## src/rtl/sparse_intersect.sv

```systemverilog
// sparse_intersect: merges two decoded sparse streams, each ordered by strictly
// increasing index. Only index-matched value pairs are forwarded to the MAC
// stage, through a single output register. At the end of each vector pair the
// block pulses done_o together with the number of pairs it emitted.
module sparse_intersect #(
    parameter int INDEX_W = 16,
    parameter int VALUE_W = 8
) (
    input  logic               mac_clk,
    input  logic               mac_rst,
    input  logic               a_valid_i,
    output logic               a_ready_o,
    input  logic [INDEX_W-1:0] a_index_i,
    input  logic [VALUE_W-1:0] a_value_i,
    input  logic               a_last_i,
    input  logic               b_valid_i,
    output logic               b_ready_o,
    input  logic [INDEX_W-1:0] b_index_i,
    input  logic [VALUE_W-1:0] b_value_i,
    input  logic               b_last_i,
    output logic               match_valid_o,
    input  logic               match_ready_i,
    output logic [INDEX_W-1:0] match_index_o,
    output logic [VALUE_W-1:0] match_a_value_o,
    output logic [VALUE_W-1:0] match_b_value_o,
    output logic               done_o,
    output logic [INDEX_W:0]   match_count_o
);

    localparam int CNT_W = INDEX_W + 1;

    typedef enum logic [1:0] {
        ST_COMPARE = 2'd0,
        ST_DRAIN_A = 2'd1,
        ST_DRAIN_B = 2'd2,
        ST_DONE    = 2'd3
    } state_t;

    state_t             state_q, state_d;
    logic               out_valid_q, out_valid_d;
    logic [INDEX_W-1:0] out_index_q, out_index_d;
    logic [VALUE_W-1:0] out_a_q, out_a_d;
    logic [VALUE_W-1:0] out_b_q, out_b_d;
    logic [CNT_W-1:0]   count_q, count_d;
    logic               done_q, done_d;
    logic [CNT_W-1:0]   done_count_q, done_count_d;

    logic out_free_s;
    logic both_valid_s;
    logic a_ready_s;
    logic b_ready_s;

    // Next-state, pop decisions and output-register loading.
    always_comb begin
        state_d      = state_q;
        out_index_d  = out_index_q;
        out_a_d      = out_a_q;
        out_b_d      = out_b_q;
        count_d      = count_q;
        done_d       = 1'b0;
        done_count_d = {CNT_W{1'b0}};
        a_ready_s    = 1'b0;
        b_ready_s    = 1'b0;

        out_free_s   = ~out_valid_q | match_ready_i;
        both_valid_s = a_valid_i & b_valid_i & out_free_s;

        // An accepted pair leaves the register unless replaced below.
        if (out_valid_q && match_ready_i) begin
            out_valid_d = 1'b0;
        end else begin
            out_valid_d = out_valid_q;
        end

        case (state_q)
            ST_COMPARE: begin
                if (both_valid_s) begin
                    if (a_index_i < b_index_i) begin
                        a_ready_s = 1'b1;
                    end else if (b_index_i < a_index_i) begin
                        b_ready_s = 1'b1;
                    end else begin
                        a_ready_s   = 1'b1;
                        b_ready_s   = 1'b1;
                        out_valid_d = 1'b1;
                        out_index_d = a_index_i;
                        out_a_d     = a_value_i;
                        out_b_d     = b_value_i;
                        if (count_q == {CNT_W{1'b1}}) begin
                            count_d = count_q;
                        end else begin
                            count_d = count_q + {{(CNT_W-1){1'b0}}, 1'b1};
                        end
                    end
                end else begin
                    a_ready_s = 1'b0;
                    b_ready_s = 1'b0;
                end
                // A ready only asserts with both valids, so ready means popped.
                if (a_ready_s && a_last_i && b_ready_s && b_last_i) begin
                    state_d = ST_DONE;
                end else if (a_ready_s && a_last_i) begin
                    state_d = ST_DRAIN_B;
                end else if (b_ready_s && b_last_i) begin
                    state_d = ST_DRAIN_A;
                end else begin
                    state_d = ST_COMPARE;
                end
            end
            ST_DRAIN_A: begin
                a_ready_s = 1'b1;
                if (a_valid_i && a_last_i) begin
                    state_d = ST_DONE;
                end else begin
                    state_d = ST_DRAIN_A;
                end
            end
            ST_DRAIN_B: begin
                b_ready_s = 1'b1;
                if (b_valid_i && b_last_i) begin
                    state_d = ST_DONE;
                end else begin
                    state_d = ST_DRAIN_B;
                end
            end
            ST_DONE: begin
                // Hold off the done pulse until the final pair has been taken.
                if (out_free_s) begin
                    done_d       = 1'b1;
                    done_count_d = count_q;
                    count_d      = {CNT_W{1'b0}};
                    state_d      = ST_COMPARE;
                end else begin
                    state_d = ST_DONE;
                end
            end
            default: begin
                state_d = ST_COMPARE;
            end
        endcase
    end

    // State, output register and vector counter; synchronous active-low reset.
    always_ff @(posedge mac_clk) begin
        if (!mac_rst) begin
            state_q      <= ST_COMPARE;
            out_valid_q  <= 1'b0;
            out_index_q  <= {INDEX_W{1'b0}};
            out_a_q      <= {VALUE_W{1'b0}};
            out_b_q      <= {VALUE_W{1'b0}};
            count_q      <= {CNT_W{1'b0}};
            done_q       <= 1'b0;
            done_count_q <= {CNT_W{1'b0}};
        end else begin
            state_q      <= state_d;
            out_valid_q  <= out_valid_d;
            out_index_q  <= out_index_d;
            out_a_q      <= out_a_d;
            out_b_q      <= out_b_d;
            count_q      <= count_d;
            done_q       <= done_d;
            done_count_q <= done_count_d;
        end
    end

    // Readies are held low while reset is asserted so nothing is consumed.
    assign a_ready_o       = a_ready_s & mac_rst;
    assign b_ready_o       = b_ready_s & mac_rst;
    assign match_valid_o   = out_valid_q;
    assign match_index_o   = out_index_q;
    assign match_a_value_o = out_a_q;
    assign match_b_value_o = out_b_q;
    assign done_o          = done_q;
    assign match_count_o   = done_count_q;

endmodule

```

## config.mk

```make
export PLATFORM = sky130hd
export DESIGN_NAME = sparse_intersect
export DESIGN_NICKNAME = d
export VERILOG_FILES = /design/src/rtl/sparse_intersect.sv
export SDC_FILE = /design/constraint.sdc
export NUM_CORES = 1
export LEC_CHECK = 0
export CAP_MARGIN = 5
export CORE_ASPECT_RATIO = 1.5
export CORE_UTILIZATION = 49
export DETAILED_ROUTE_END_ITERATION = 12
export GPL_ROUTABILITY_DRIVEN = 0
export HOLD_SLACK_MARGIN = 0.05
export PLACE_DENSITY = 0.89
export SYNTH_ARGS = -nofsm -noshare
export SYNTH_HDL_FRONTEND = slang
export SYNTH_SLANG_ARGS = --single-unit
```

## constraint.sdc

```tcl
create_clock -name mac_clk -period 4.6 [get_ports mac_clk]
set_input_delay 0.92 -clock mac_clk [delete_from_list [all_inputs] [get_ports mac_clk]]
set_output_delay 0.92 -clock mac_clk [all_outputs]
set_load 0.01 [all_outputs]
```

; Yosys cells after proc, flatten, opt, wreduce, memory -nomap -nowiden
; Index checks and enable logic that the tools add are counted.
[word_totals]
reg_bits = 70
output_inout_bits = 53
in_bits = 55
wordCells = 69
[op_classes]
bitwise = 8
add_sub_neg = 1
eq_ne = 9
reduce_logical = 13
magnitude_cmp = 2
n_mux = 28
[op_table]
columns = operator, count
row1 = 2-to-1 mux 17 bit, 5
row2 = case mux 17 bit (2 select lines), 1
row3 = less-than comparator 16 bit, 2
row4 = "adder 17 x 1 -> 17 bit, second input constant", 1
row5 = "== test 17 bit, second input constant", 1
row6 = 2-to-1 mux 1 bit, 15
row7 = "!= test 2 bit, second input constant", 5
row8 = 2-to-1 mux 2 bit, 4
row9 = case mux 2 bit (4 select lines), 1
row10 = logical AND 1 bit, 7
row11 = AND reduction 6 bit, 1
row12 = bitwise AND 1 bit, 4
row13 = "== test 2 bit, second input constant", 2
row14 = case mux 1 bit (2 select lines), 2
row15 = AND reduction 4 bit, 1
row16 = NOT 1 bit, 3
row17 = AND reduction 3 bit, 1
row18 = "== test 2 x 1 -> 1 bit, second input constant", 1
row19 = zero test 2 bit, 1
row20 = AND reduction 2 bit, 1
row21 = nonzero test 2 bit, 1
row22 = OR 1 bit, 1

; Logic depth before layout (Yosys ltp)
[depth]
ltp_word = 10
depth_mapped = 14
ltp_nobuf = 12

; Worst setup path before layout
; No wires, ideal clock.
[synth_path]
path_kind = input to output
startpoint = input port a_index_i[1]
endpoint = output port a_ready_o
n_path_buf = 0
path_slack_ns = 1.296
arrival_ns = 2.384
path_stages = 8
path_cell_list = inv_1 ha_1 nor2b_1 o211ai_1 a2111oi_0 or3_1 a21oi_1 nor3_1
[synth_via]
elab_chain_len = 7
word_cells_on_any_way = 8
cone_classes = 2 x order compare / 5 x mux / 1 x bitwise
[synth_rtl]
columns = item, line_no
row1 = from (decl), 13  ; input logic [INDEX_W-1:0] a_index_i,
row2 = less-than comparator 16 bit, 80  ; end else if (b_index_i < a_index_i) begin
row3 = 2-to-1 mux 1 bit, 80
row4 = 2-to-1 mux 1 bit (*), 78  ; if (a_index_i < b_index_i) begin
row5 = 2-to-1 mux 1 bit (*), 77  ; if (both_valid_s) begin
row6 = 2-to-1 mux 1 bit (*), 75  ; case (state_q)
row7 = case mux 1 bit (2 select lines) (*), 75
row8 = bitwise AND 1 bit (*), 167  ; assign a_ready_o = a_ready_s & mac_rst;
row9 = to (decl), 12  ; output logic a_ready_o,
; Mark *: on every way between the ends. The rest lies on a longest branch, timed or not. The select of a mux whose other input is x is not followed.

; Final worst setup path
[layout_path]
startpoint = input port a_index_i[14]
endpoint = output port b_ready_o
[layout_via]
elab_chain_len = 6
[layout_rtl]
columns = item, line_no
row1 = less-than comparator 16 bit, 78
row2 = 2-to-1 mux 1 bit, 78
row3 = 2-to-1 mux 1 bit, 77
row4 = 2-to-1 mux 1 bit, 75
row5 = case mux 1 bit (2 select lines), 75
row6 = bitwise AND 1 bit, 168  ; assign b_ready_o = b_ready_s & mac_rst;
row7 = to (decl), 17  ; output logic b_ready_o,
; Every way passes these cells. The select of a mux whose other input is x is not followed.

==> results.md <==
- Setup Skew: 0.00539 ns
- Die X: 68.2 um
- Clk slew on worst S/H paths: 0.07 ns
- Gr ovfl total: 0
- Effective utilization at floorplan: 51.5%
- Via count: 3161
- Die Ht: ~100 um
- GR Layer Usage met3: 6.42%
- Worst hold-check path type: reg2reg
- Final setup vio count: 0
- Library cells used by synthesis: 48
- Initial drt markers: 218
- EDFF count, synth: 0
- VDD IR max: 0.139 mV
- Max Buffers Root-to-Sink: 2
- Fin Hold WS: 0.461 ns
- Drt drc: 0
- Seq/Total Area, Yosys: between 40% and 50%
- Drt total wl: 8300 um
- Req. time, crit path: 3.68 ns
- Total Routing Usage GR: 25.8%
- Relative slew slack: between 40 and 50%
- Core Area: approximately 6300 sq um
- Worst setup EP type: output pin
- Asr flop ratio synth: 0%
- FILL cells: between 400 and 500
- Post-synthesis instance total: 368
- Status: completed
- Worst Path Max Fanout: 4
- Detailed placement HPWL: between 5000 and 6000 um
- First-pass GRT wire length: 13300 um
- Die area: 6910 sq um
- Number of core rows: 35
- Reg2Reg Setup Slack: 1.14 ns
- Htree depth: 3
- Synthesized cell area: 3220 sq um
- Syn Nets: about 440
- Startpoint types: primary input
- Post-Syn Area per Cell: ~8.8 sq um
- IO buf count: 107
- Clock sink count: 70
- Most frequent cells in the layout: clkdlybuf4s50_1, dfxtp_1, nand3_1, nand2_1, inv_1
- Critical Path AT: approximately 3.6 ns
- CTS Hold Bufs: 0
- Actual slew at the worst max-slew pin: between 0.8 and 0.9 ns
- Vias per std cell: 5.82
- Drt first pass iters: 5
- Met1 GRT Util: a little over a quarter
- Layout area overhead: 40.9%
- Max Fclk: ~220 MHz
- Part of the cycle the worst path needs: 98.7%
- Setup TNS Final: 0 ns
- # IOs: 108
- Most used routing layer: met2
- Maxcap violations: 0
- Largest net degree at the start of global routing: 57
- Max-slew violations: 0
- Number of global-route vias before repair: 2933
- FF+latch count, synth: 70
- Final Hold Fails: 0
- Leak pwr: about 1.7 nW
- Syn. warnings: 0
- Share of cells above drive strength 1: 6.41%
- Commonest non-fill, non-tap cell in the layout: clkdlybuf4s50_1
- Post-layout min period: 4.54 ns
- CTS buffer count: 9
- Routed Antenna Nets: 0
- Post-DR wirelength/cell: 15.3 um
- Final nets: around 540
- CTS root buffer: clkbuf_8
- CTS tree: built
- Initial antenna violation count: 1
- Cell Pwr Density: 277 nW/um^2
- Clock Latency Late Sink: around 0.34 ns
- Crit path kind: in2out
- Dominant synthesized flop cell: dfxtp_1
- Met2 Track Usage GR: 43.9%
[worst max-delay path, stage by stage]
cell and delay, ns:
clkdlybuf4s50_1 0.46, inv_1 0.05, ha_1 0.30, nand4_1 0.31, nor4_1 0.50, inv_1 0.12
o31ai_1 0.11, a21oi_1 0.11, nor3_1 0.14, clkdlybuf4s50_1 0.57
[sequential cells by signal, indices dropped and copies added (netlist names)]
register and count:
count_q 17, done_o 1, match_a_value_o 8, match_b_value_o 8, match_count_o 17, match_index_o 16, match_valid_o 1, state_q 2
[worst paths after layout]
kind / from / endpoint / cells after the start
setup / recovery: a_index_i[14] / b_ready_o / 10
hold / removal: match_a_value_o[5]$_SDFFE_PN0P_ / match_a_value_o[5]$_SDFFE_PN0P_ / 2
setup reg to reg: count_q[0]$_SDFFE_PN0P_ / count_q[13]$_SDFFE_PN0P_ / 12
hold reg to reg: match_a_value_o[5]$_SDFFE_PN0P_ / match_a_value_o[5]$_SDFFE_PN0P_ / 2
[timing repair]
item	CTS	global route
setup buffers	0	0
setup endpoints to repair	0	2
hold endpoints to repair	0	0
resized for setup	0	4
[layout make-up]
class / count / area (sq um) / share of cell area (%)
clock inverter: 3 / 42.5 / 0.937
multi-input combinational: 249 / 1640 / 36.1
sequential: 70 / 1400 / 30.9
inverter: 22 / 82.6 / 1.82
clock buffer: 12 / 165 / 3.64
antenna: 1 / 2.50 / 0.0551
timing repair buffer: 112 / 1120 / 24.6
tap: 74 / 92.6 / 2.04
[Yosys cell counts (2+ instances only)]
master / number / area share (%)
buf_1: 2 / 0.23
nor3_1: 4 / 0.62
a31oi_1: 6 / 1.2
a311oi_1: 8 / 2.2
clkbuf_1: 12 / 1.4
o31ai_1: 16 / 3.7
nand2_1: 28 / 3.3
nand4_1: 9 / 1.7
and3_1: 7 / 1.4
and2_1: 20 / 3.9
a21o_1: 7 / 1.6
a21oi_1: 19 / 3.0
a41oi_1: 2 / 0.54
inv_1: 21 / 2.4
o21ai_0: 11 / 1.7
o211ai_1: 3 / 0.70
buf_4: 3 / 0.70
ha_1: 18 / 7.0
or3_1: 4 / 0.78
nor4_1: 2 / 0.39
buf_2: 8 / 1.2
o21ai_1: 10 / 1.6
nor2_1: 7 / 0.82
and4_1: 2 / 0.54
nand3_1: 47 / 7.3
dfxtp_1: 70 / 43
[logic make-up after synthesis]
| kind of cell | after synthesis | share of synthesized area [%] |
|---|---|---|
| DFF | 70 | 43.5 |
| AOI/OAI and AO/OA | 93 | 20.1 |
| adders and majority gates | 18 | 6.99 |
| muxes | 1 | 0.311 |
| buffers and inverters | 49 | 6.64 |
| and+or+nand+nor | 137 | 22.4 |
[per-layer routing]
metal	wire [um]	vias up
li1	-	1527
met1	3110	1457
met2	4340	132
met3	418	45
met4	431	0
met5	0	-
[per-stage QoR]
step / util, % / power [mW] / cell area, sq um / instances / worst slack, ns
after floorplan: - / 0.686 / 3220 / 368 / 1.30
after global placement: 68.7 / 0.745 / 4300 / 527 / 0.125
after detailed placement: 68.7 / 0.751 / 4300 / 527 / 0.0332
after CTS: 72.0 / 1.26 / 4510 / 542 / 0.0137
after global routing: 72.5 / 1.31 / 4540 / 543 / -0.0324
final: 72.5 / 1.26 / 4540 / 543 / 0.0620
[where the power goes]
part           internal, mW  leakage, nW  switching, mW  total, mW
clock network         0.291        0.104          0.225      0.515
logic                0.0685         1.08         0.0614      0.130
registers             0.609        0.564        0.00551      0.615
Power figures use the tool's default switching activity.
